`src/rtl/snake_pkg.sv`:
```
// Shared Snake board types and constants.
// Cell index layout is {row[2:0], col[2:0]}.
package snake_pkg;

  localparam int GRID_ROWS = 8;
  localparam int GRID_COLS = 8;
  localparam int CELL_W    = 6;

  typedef logic [CELL_W-1:0] cell_t;

  typedef enum logic [1:0] {
    S_IDLE,
    S_CHECK,
    S_SCAN
  } food_state_e;

endpackage

```
`src/rtl/occ_lookup.sv`:
```
// Occupancy probe: selects occ[idx] and flags a full board.
// Shared with the collision checker.
module occ_lookup
  import snake_pkg::*;
(
  input  logic [63:0] occ,
  input  cell_t       idx,
  output logic        hit,
  output logic        full
);

  // Pure combinational select and reduction.
  always_comb begin
    hit  = occ[idx];
    full = &occ;
  end

endmodule

```
`src/rtl/food_spawner.sv`:
```
// Picks a free cell for food from the LFSR sample stream.
// FOOD_SCAN_FALLBACK_EN adds a bounded linear-scan fallback.
module food_spawner
  import snake_pkg::*;
#(
  parameter int MAX_TRIES = 4
) (
  input  logic        clk,
  input  logic        reset,
  input  logic [5:0]  rnd,
  input  logic [63:0] occ,
  input  logic        spawn_req,
  input  logic        clear_food,
  output logic [2:0]  food_row,
  output logic [2:0]  food_col,
  output logic        food_valid,
  output logic        spawn_done,
  output logic        board_full,
  output logic        busy
);

  if (MAX_TRIES < 1 || MAX_TRIES > 15) begin : g_bad_tries
    $error("MAX_TRIES out of range 1..15");
  end

  food_state_e state;
  cell_t       cand;
  logic        hit;
  logic        full;

`ifdef FOOD_SCAN_FALLBACK_EN
  localparam logic [3:0] LAST_TRY = 4'(MAX_TRIES - 1);
  logic [3:0] tries;
`endif

  occ_lookup u_occ (
    .occ  (occ),
    .idx  (cand),
    .hit  (hit),
    .full (full)
  );

  assign busy = (state != S_IDLE);

  // Spawn FSM with all outputs registered.
  always_ff @(posedge clk or negedge reset) begin
    if (!reset) begin
      state      <= S_IDLE;
      cand       <= '0;
`ifdef FOOD_SCAN_FALLBACK_EN
      tries      <= '0;
`endif
      food_row   <= '0;
      food_col   <= '0;
      food_valid <= 1'b0;
      spawn_done <= 1'b0;
      board_full <= 1'b0;
    end else begin
      spawn_done <= 1'b0;
      if (clear_food) food_valid <= 1'b0;
      unique case (state)
        S_IDLE: begin
          if (spawn_req) begin
            if (full) begin
              board_full <= 1'b1;
            end else begin
              cand  <= rnd;
`ifdef FOOD_SCAN_FALLBACK_EN
              tries <= '0;
`endif
              state <= S_CHECK;
            end
          end
        end
        S_CHECK: begin
          if (!hit) begin
            food_row   <= cand[5:3];
            food_col   <= cand[2:0];
            food_valid <= 1'b1;
            spawn_done <= 1'b1;
            board_full <= 1'b0;
            state      <= S_IDLE;
          end else begin
`ifdef FOOD_SCAN_FALLBACK_EN
            tries <= tries + 4'd1;
            if (tries == LAST_TRY) begin
              cand  <= cand + 6'd1;
              state <= S_SCAN;
            end else begin
              cand <= rnd;
            end
`else
            cand <= rnd;
`endif
          end
        end
        S_SCAN: begin
          if (!hit) begin
            food_row   <= cand[5:3];
            food_col   <= cand[2:0];
            food_valid <= 1'b1;
            spawn_done <= 1'b1;
            board_full <= 1'b0;
            state      <= S_IDLE;
          end else begin
            cand <= cand + 6'd1;
          end
        end
        default: state <= S_IDLE;
      endcase
    end
  end

endmodule

```
`config.mk`:
```
export PLATFORM = sky130hd
export DESIGN_NAME = food_spawner
export DESIGN_NICKNAME = d
export VERILOG_FILES = /design/src/rtl/snake_pkg.sv /design/src/rtl/occ_lookup.sv /design/src/rtl/food_spawner.sv
export SDC_FILE = /design/constraint.sdc
export NUM_CORES = 1
export LEC_CHECK = 0
export CAP_MARGIN = 20
export CORE_MARGIN = 2
export CORE_UTILIZATION = 35
export CTS_BUF_LIST = sky130_fd_sc_hd__clkbuf_2
export DETAILED_ROUTE_END_ITERATION = 8
export DONT_BUFFER_PORTS = 1
export PLACE_DENSITY_LB_ADDON = 0.12
export SYNTH_ARGS = -nofsm -noshare
export SYNTH_HDL_FRONTEND = slang
export SYNTH_SLANG_ARGS = --single-unit
```
`constraint.sdc`:
```
create_clock -name clk -period 6 [get_ports clk]
set_clock_uncertainty 0.1 [all_clocks]
set_input_delay 0.6 -clock clk [delete_from_list [all_inputs] [get_ports clk]]
set_output_delay 0.6 -clock clk [all_outputs]
set_load 0.02 [all_outputs]
```
==> results.py, run 1 <==
metrics = {
    "detailed_routing": {
        "drt_wl_total_mm": 3.60,
        "drt_first_pass_iters": 4,
        "drt.antenna.violating_nets": 0,
        "drc": 0,
        "drt_iter0_markers": 43,
        "vias_per_cell": 6.54,
        "wl_per_cell_um": 21.4,
        "vias": 1099,
    },
    "logic_synthesis": {
        "netlist_instances": 124,
        "syn_area_per_cell_um2": 11.3,
        "synth_nets": 198,
        "synth_area_leaders": "dfrtp_1, mux4_2, mux2i_1",
        "synth-edff-count": 0,
        "yosysTopAreaCellShare": 0.286,
        "ys_types": 34,
        "synthesis.area_mm2": 0.00140,
        "synth-async-reset-ratio": 1.00,
        "ys_ff_latch": 16,
        "synth-seq-area-share": 0.286,
        "synth_flop_cell": "dfrtp_1",
        "synth_top_cell_by_area": "dfrtp_1",
        "ys_warn_count": 0,
    },
    "grt": {
        "grt_usage": 0.159,
        "grt_antenna_before_repair": 0,
        "grt_max_degree": 23,
        "grt_pass1_vias": 1118,
        "grt.overflow.total": 0,
        "grt_pass1_wl_mm": 5.36,
    },
    "floorplanning": {
        "coreArea_mm2": 0.00374,
        "die_area_mm2": 0.00451,
        "die_h_um": 67.2,
        "num_rows": 22,
        "die_w_um": 67.2,
        "start_util": 0.373,
        "num_io_pins": 84,
    },
    "setup_path": {
        "crit_arrival_ns": 3.53,
        "rr_worst_depth": 7,
        "r2r_start": "cand[0]",
        "rrSetupSlack_ns": 2.56,
        "rr_endpoint": "cand[4]",
        "cp_max_fo": 22,
        "cp.required_ns": 6.09,
        "path_class": "reg -> reg",
        "start_kind": "flip-flop",
        "end_kind": "flip-flop",
    },
    "clocking": {
        "clk_pin_slew_ns": 0.15,
        "hold_buffers": 1,
        "htreeDepth": 1,
        "clock_path_buffers": 2,
        "clock_latency_ns": 0.28,
        "clockRootBuffer": "clkbuf_2",
        "cts_resized": 0,
        "cts_tree": "built",
        "cts_setup_buffers": 0,
        "clock-sinks": 16,
        "cts_buffers": 3,
    },
    "sta": {
        "max_freq_ghz": 0.290,
        "hold_slack_ns": 0.354,
        "slew_violations": 0,
        "tightest_slew_ns": 1.01,
        "finalCritPeriodShare": 0.574,
        "relSlewSlack": 0.324,
        "tns_ns": 0,
        "fin_crit_ns": 3.44,
        "hold_viol_final": 0,
        "setup_viol": 0,
        "rsz0062_at_grt": "no",
    },
    "layout": {
        "drive_gt1_frac": 0.200,
        "syn_to_final_growth_pct": 0.358,
        "n_fill_cell": 391,
        "fin_area_mm2": 0.00140,
        "nNetsFinal": 195,
        "insertedDiodeCount": 0,
        "stdcell_count": 168,
    },
    "run": {
        "drv_cap": 0,
    },
    "status": {
        "status": "complete, no violations",
    },
    "place": {
        "place_congestion": 0.849,
        "dpl_cell_area_mm2": 0.00137,
        "dp_cells": 163,
        "port-buffer-count": 0,
        "hpwl_mm": 2.98,
    },
    "power": {
        "power_leakage_nw": 0.564,
        "vdd.ir_drop.worst_mv": 0.269,
        "total_power_w": 0.000773,
        "cellPowerDensity_mw_per_mm2": 551,
    },
    "min_path": {
        "min_to": "cand[0]",
        "hold_depth": 1,
        "hp-start": "rnd[0]",
        "min_path_type": "in -> reg",
    },
}
cell usage in the layout (no fill, tap or decap), types with 2 or more instances in the layout:
master    instances
dfrtp_1          16
nand2_1           4
clkbuf_2          3
nor2_1            6
mux2_2            4
nor4_1            3
a21oi_1           2
inv_1             7
a22oi_1           2
mux2i_1          17
nand4_1          14
mux2_4            5
a31oi_1           2
nand3_1           5
mux4_2           12
worst max-delay path by stage:
stage	start	end	slack, ns	depth (start not counted)
after floorplan	cand[1]	cand[0]	3.24	10
after global placement	cand[0]	cand[1]	2.68	7
after detailed placement	cand[0]	cand[4]	2.54	7
after CTS	cand[0]	cand[0]	2.54	7
after global routing	cand[0]	cand[1]	2.36	7
final	cand[0]	cand[4]	2.56	7
synth_stat cells (2+ instances only):
cell type  instances
nand2_1            4
nand3_1            5
a21oi_1            2
a31oi_1            2
nor4_1             3
nand4_1           14
buf_4              2
buf_2              3
mux4_2            12
mux2_2             4
mux2_4             5
a22oi_1            2
inv_1              7
nor2_1             6
dfrtp_1           16
mux2i_1           17
buf_6              3
routing by layer:
| layer | share of wire | GRT usage | wire [µm] |
|---|---|---|---|
| met5 | 0 | 0 | 0 |
| met4 | 0 | 0.0332 | 0 |
| met3 | 0.069 | 0.0300 | 249 |
| met2 | 0.55 | 0.296 | 1980 |
| met1 | 0.38 | 0.191 | 1380 |
critical path, stage by stage, from the launching register on:
cell	delay, ns
dfrtp_1	1.04
mux2i_1	0.18
mux4_2	0.53
a31oi_1	0.24
nand3_1	0.12
o211a_1	0.37
or2_1	0.42
mux2_4	0.35
area by class of cell:
| class | count | area [µm²] | share of cell area |
|---|---|---|---|
| clock buffer | 3 | 15.0 | 0.0107 |
| clock inverter | 1 | 3.75 | 0.00268 |
| inverter | 7 | 26.3 | 0.0187 |
| multi-input combinational | 92 | 887 | 0.632 |
| sequential | 16 | 400 | 0.285 |
| tap | 48 | 60.1 | 0.0428 |
| timing repair buffer | 1 | 10.0 | 0.00714 |
cells by family after synthesis:
group | count (synthesis) | synth area share
and+or+nand+nor | 39 | 0.155
buffers and inverters | 16 | 0.0788
muxes | 38 | 0.401
DFF | 16 | 0.286
AOI/OAI and AO/OA | 15 | 0.0788
power breakdown:
part / internal, W / switching, W / total, W
clock network: 0.0000145 / 0.0000331 / 0.0000476
registers: 0.000161 / 0.000156 / 0.000317
logic: 0.000256 / 0.000152 / 0.000408
sequential cells by signal (all words and copies together) (netlist names):
signal and flops:
food_row 3, food_valid 1, cand 6, state 1, food_col 3, spawn_done 1
board_full 1
through the flow:
stage	util	setup slack, ns
2_1_floorplan	-	3.24
3_3_place_gp	0.367	2.68
3_5_place_dp	0.367	2.54
4_1_cts	0.375	2.54
5_1_grt	0.375	2.36
6_report	0.375	2.56
(Power assumes the default switching activity.)
==> run 2: changes to the inputs <==
Clock period 6 ns to 2.9 ns, I/O delays scaled along.
==> run 2 against run 1 <==
Compared with the run above:
- combinational power grew to 2.6 times the previous value
- fmax is 30% higher
- clock power grew 94%
- global-route usage rose by 1.8 points
- critical endpoint is now cand[1]
==> results.py, run 2 (synthesis gave the netlist of run 1 again) <==
metrics = {
    "status": {
        "status": "complete, no violations",
    },
    "grt": {
        "grt.overflow.total": 0,
        "grt_pass1_wl_mm": 5.96,
        "grt_max_degree": 18,
        "grt_antenna_before_repair": 0,
        "grt_usage": 0.178,
        "grt_pass1_vias": 1227,
    },
    "layout": {
        "seqCellArea_um2": 402,
        "final_common_cell": "mux2i_1",
        "nNetsFinal": 200,
        "top_register": "cand",
        "layout_common_cells": "mux2i_1, dfrtp_1, nand4_1, mux4_2, inv_1",
        "multi_input_area_um2": 890,
        "insertedDiodeCount": 0,
        "drive_gt1_frac": 0.250,
        "n_fill_cell": 400,
        "syn_to_final_growth_pct": 3.94,
        "largest_register_ffs": 6,
        "reg.largest.list": "cand x6, food_col x3, food_row x3",
    },
    "floorplanning": {
        "die_w_um": 67.2,
        "start_util": 0.373,
        "coreArea_mm2": 0.00374,
        "num_rows": 22,
        "num_io_pins": 84,
        "die_h_um": 67.2,
        "die_area_mm2": 0.00451,
    },
    "detailed_routing": {
        "drc": 0,
        "drt_iter0_markers": 43,
        "vias": 1124,
        "drt_wl_total_mm": 3.80,
        "drt_first_pass_iters": 4,
        "vias_per_cell": 6.53,
        "drt.antenna.violating_nets": 0,
        "wl_per_cell_um": 22.1,
    },
    "setup_path": {
        "cp_max_fo": 11,
        "rr_endpoint": "cand[1]",
        "critPathLaunch": "cand[0]",
        "crit_end": "cand[1]",
        "start_kind": "flip-flop",
        "rr_worst_depth": 7,
        "cp.required_ns": 2.97,
        "r2r_start": "cand[0]",
        "end_kind": "flip-flop",
        "path_class": "reg -> reg",
        "crit_arrival_ns": 2.73,
        "rrSetupSlack_ns": 0.25,
    },
    "sta": {
        "hold_slack_ns": 0.0501,
        "tightest_slew_ns": 0.720,
        "max_freq_ghz": 0.377,
        "fin_crit_ns": 2.65,
        "rsz0062_at_grt": "no",
        "setup_viol": 0,
        "relSlewSlack": 0.518,
        "tns_ns": 0,
        "hold_viol_final": 0,
        "slew_violations": 0,
        "finalCritPeriodShare": 0.914,
    },
    "clocking": {
        "clk_pin_slew_ns": 0.14,
        "clock-sinks": 16,
        "cts_setup_buffers": 0,
        "clockRootBuffer": "clkbuf_2",
        "cts_buffers": 3,
        "clock_latency_ns": 0.27,
        "htreeDepth": 1,
        "cts_tree": "built",
        "clock_path_buffers": 2,
    },
    "power": {
        "power_leakage_nw": 0.591,
        "vdd.ir_drop.worst_mv": 0.575,
        "cellPowerDensity_mw_per_mm2": 1170,
    },
    "place": {
        "place_congestion": 0.794,
        "port-buffer-count": 0,
        "hpwl_mm": 3.15,
    },
    "run": {
        "drv_cap": 0,
    },
    "min_path": {
        "min_path_type": "in -> reg",
    },
}
-- run 2: cell count changes in the layout (fill, tap and decap cells not counted), sizes merged --
cell,before,now
buf,0,5
clkinv,1,0
-- run 2: timing repair --
item                                   in CTS  in global routing
endpoints found under the hold margin      16                  0
gates resized for setup                     1                  1
setup endpoints to repair                   1                  5
hold buffers                                1                  0
-- run 2: cell type report --
class,count,area share
Clock buffer,3,0.0103
Inverter,7,0.0181
Multi-Input combinational cell,92,0.612
Sequential cell,16,0.276
Tap cell,48,0.0413
Timing Repair Buffer,6,0.0413
-- run 2: worst min-delay path by stage --
stage / cells past startpoint / slack [ns] / startpoint / endpoint
finish: 1 / 0.05 / rnd[2] / cand[2]
global route: 1 / 0.004 / rnd[0] / cand[0]
CTS: 1 / 0.03 / rnd[2] / cand[2]
detailed placement: 0 / -0.11 / reset / food_col[1]
global placement: 0 / -0.11 / reset / food_valid
floorplan: 0 / -0.11 / reset / board_full
-- run 2: power breakdown --
group	leakage [nW]	internal (W)	switching, W	total (W)
clock	0.0125	0.0000282	0.0000642	0.0000924
sequential	0.191	0.000337	0.000219	0.000556
combinational	0.388	0.000604	0.000448	0.00105
-- run 2: metrics by stage --
| stage | util | area (µm²) | setup slack [ns] | cells | total power, W |
|---|---|---|---|---|---|
| finish | 0.388 | 1450 | 0.248 | 172 | 0.00170 |
| global route | 0.388 | 1450 | 0.0966 | 172 | 0.00184 |
| CTS | 0.387 | 1450 | 0.137 | 172 | 0.00171 |
| detailed placement | 0.380 | 1420 | 0.0297 | 168 | 0.00161 |
| global placement | 0.380 | 1420 | 0.142 | 168 | 0.00158 |
| floorplan | - | 1400 | 0.145 | 124 | 0.00147 |
-- run 2: critical path, stage by stage (launching register included) --
cell	delay [ns]
dfrtp_2	0.54
mux2i_1	0.16
mux4_2	0.52
a22oi_1	0.22
nand3_1	0.14
o211a_1	0.26
or2_4	0.31
mux2_4	0.31
-- run 2: per-layer routing --
layer / track usage / up-vias / share of wire
li1: - / 497 / -
met2: 0.324 / 53 / 0.54
met4: 0.0485 / 0 / 0
met1: 0.212 / 574 / 0.39
met5: 0 / - / 0
met3: 0.0350 / 0 / 0.073
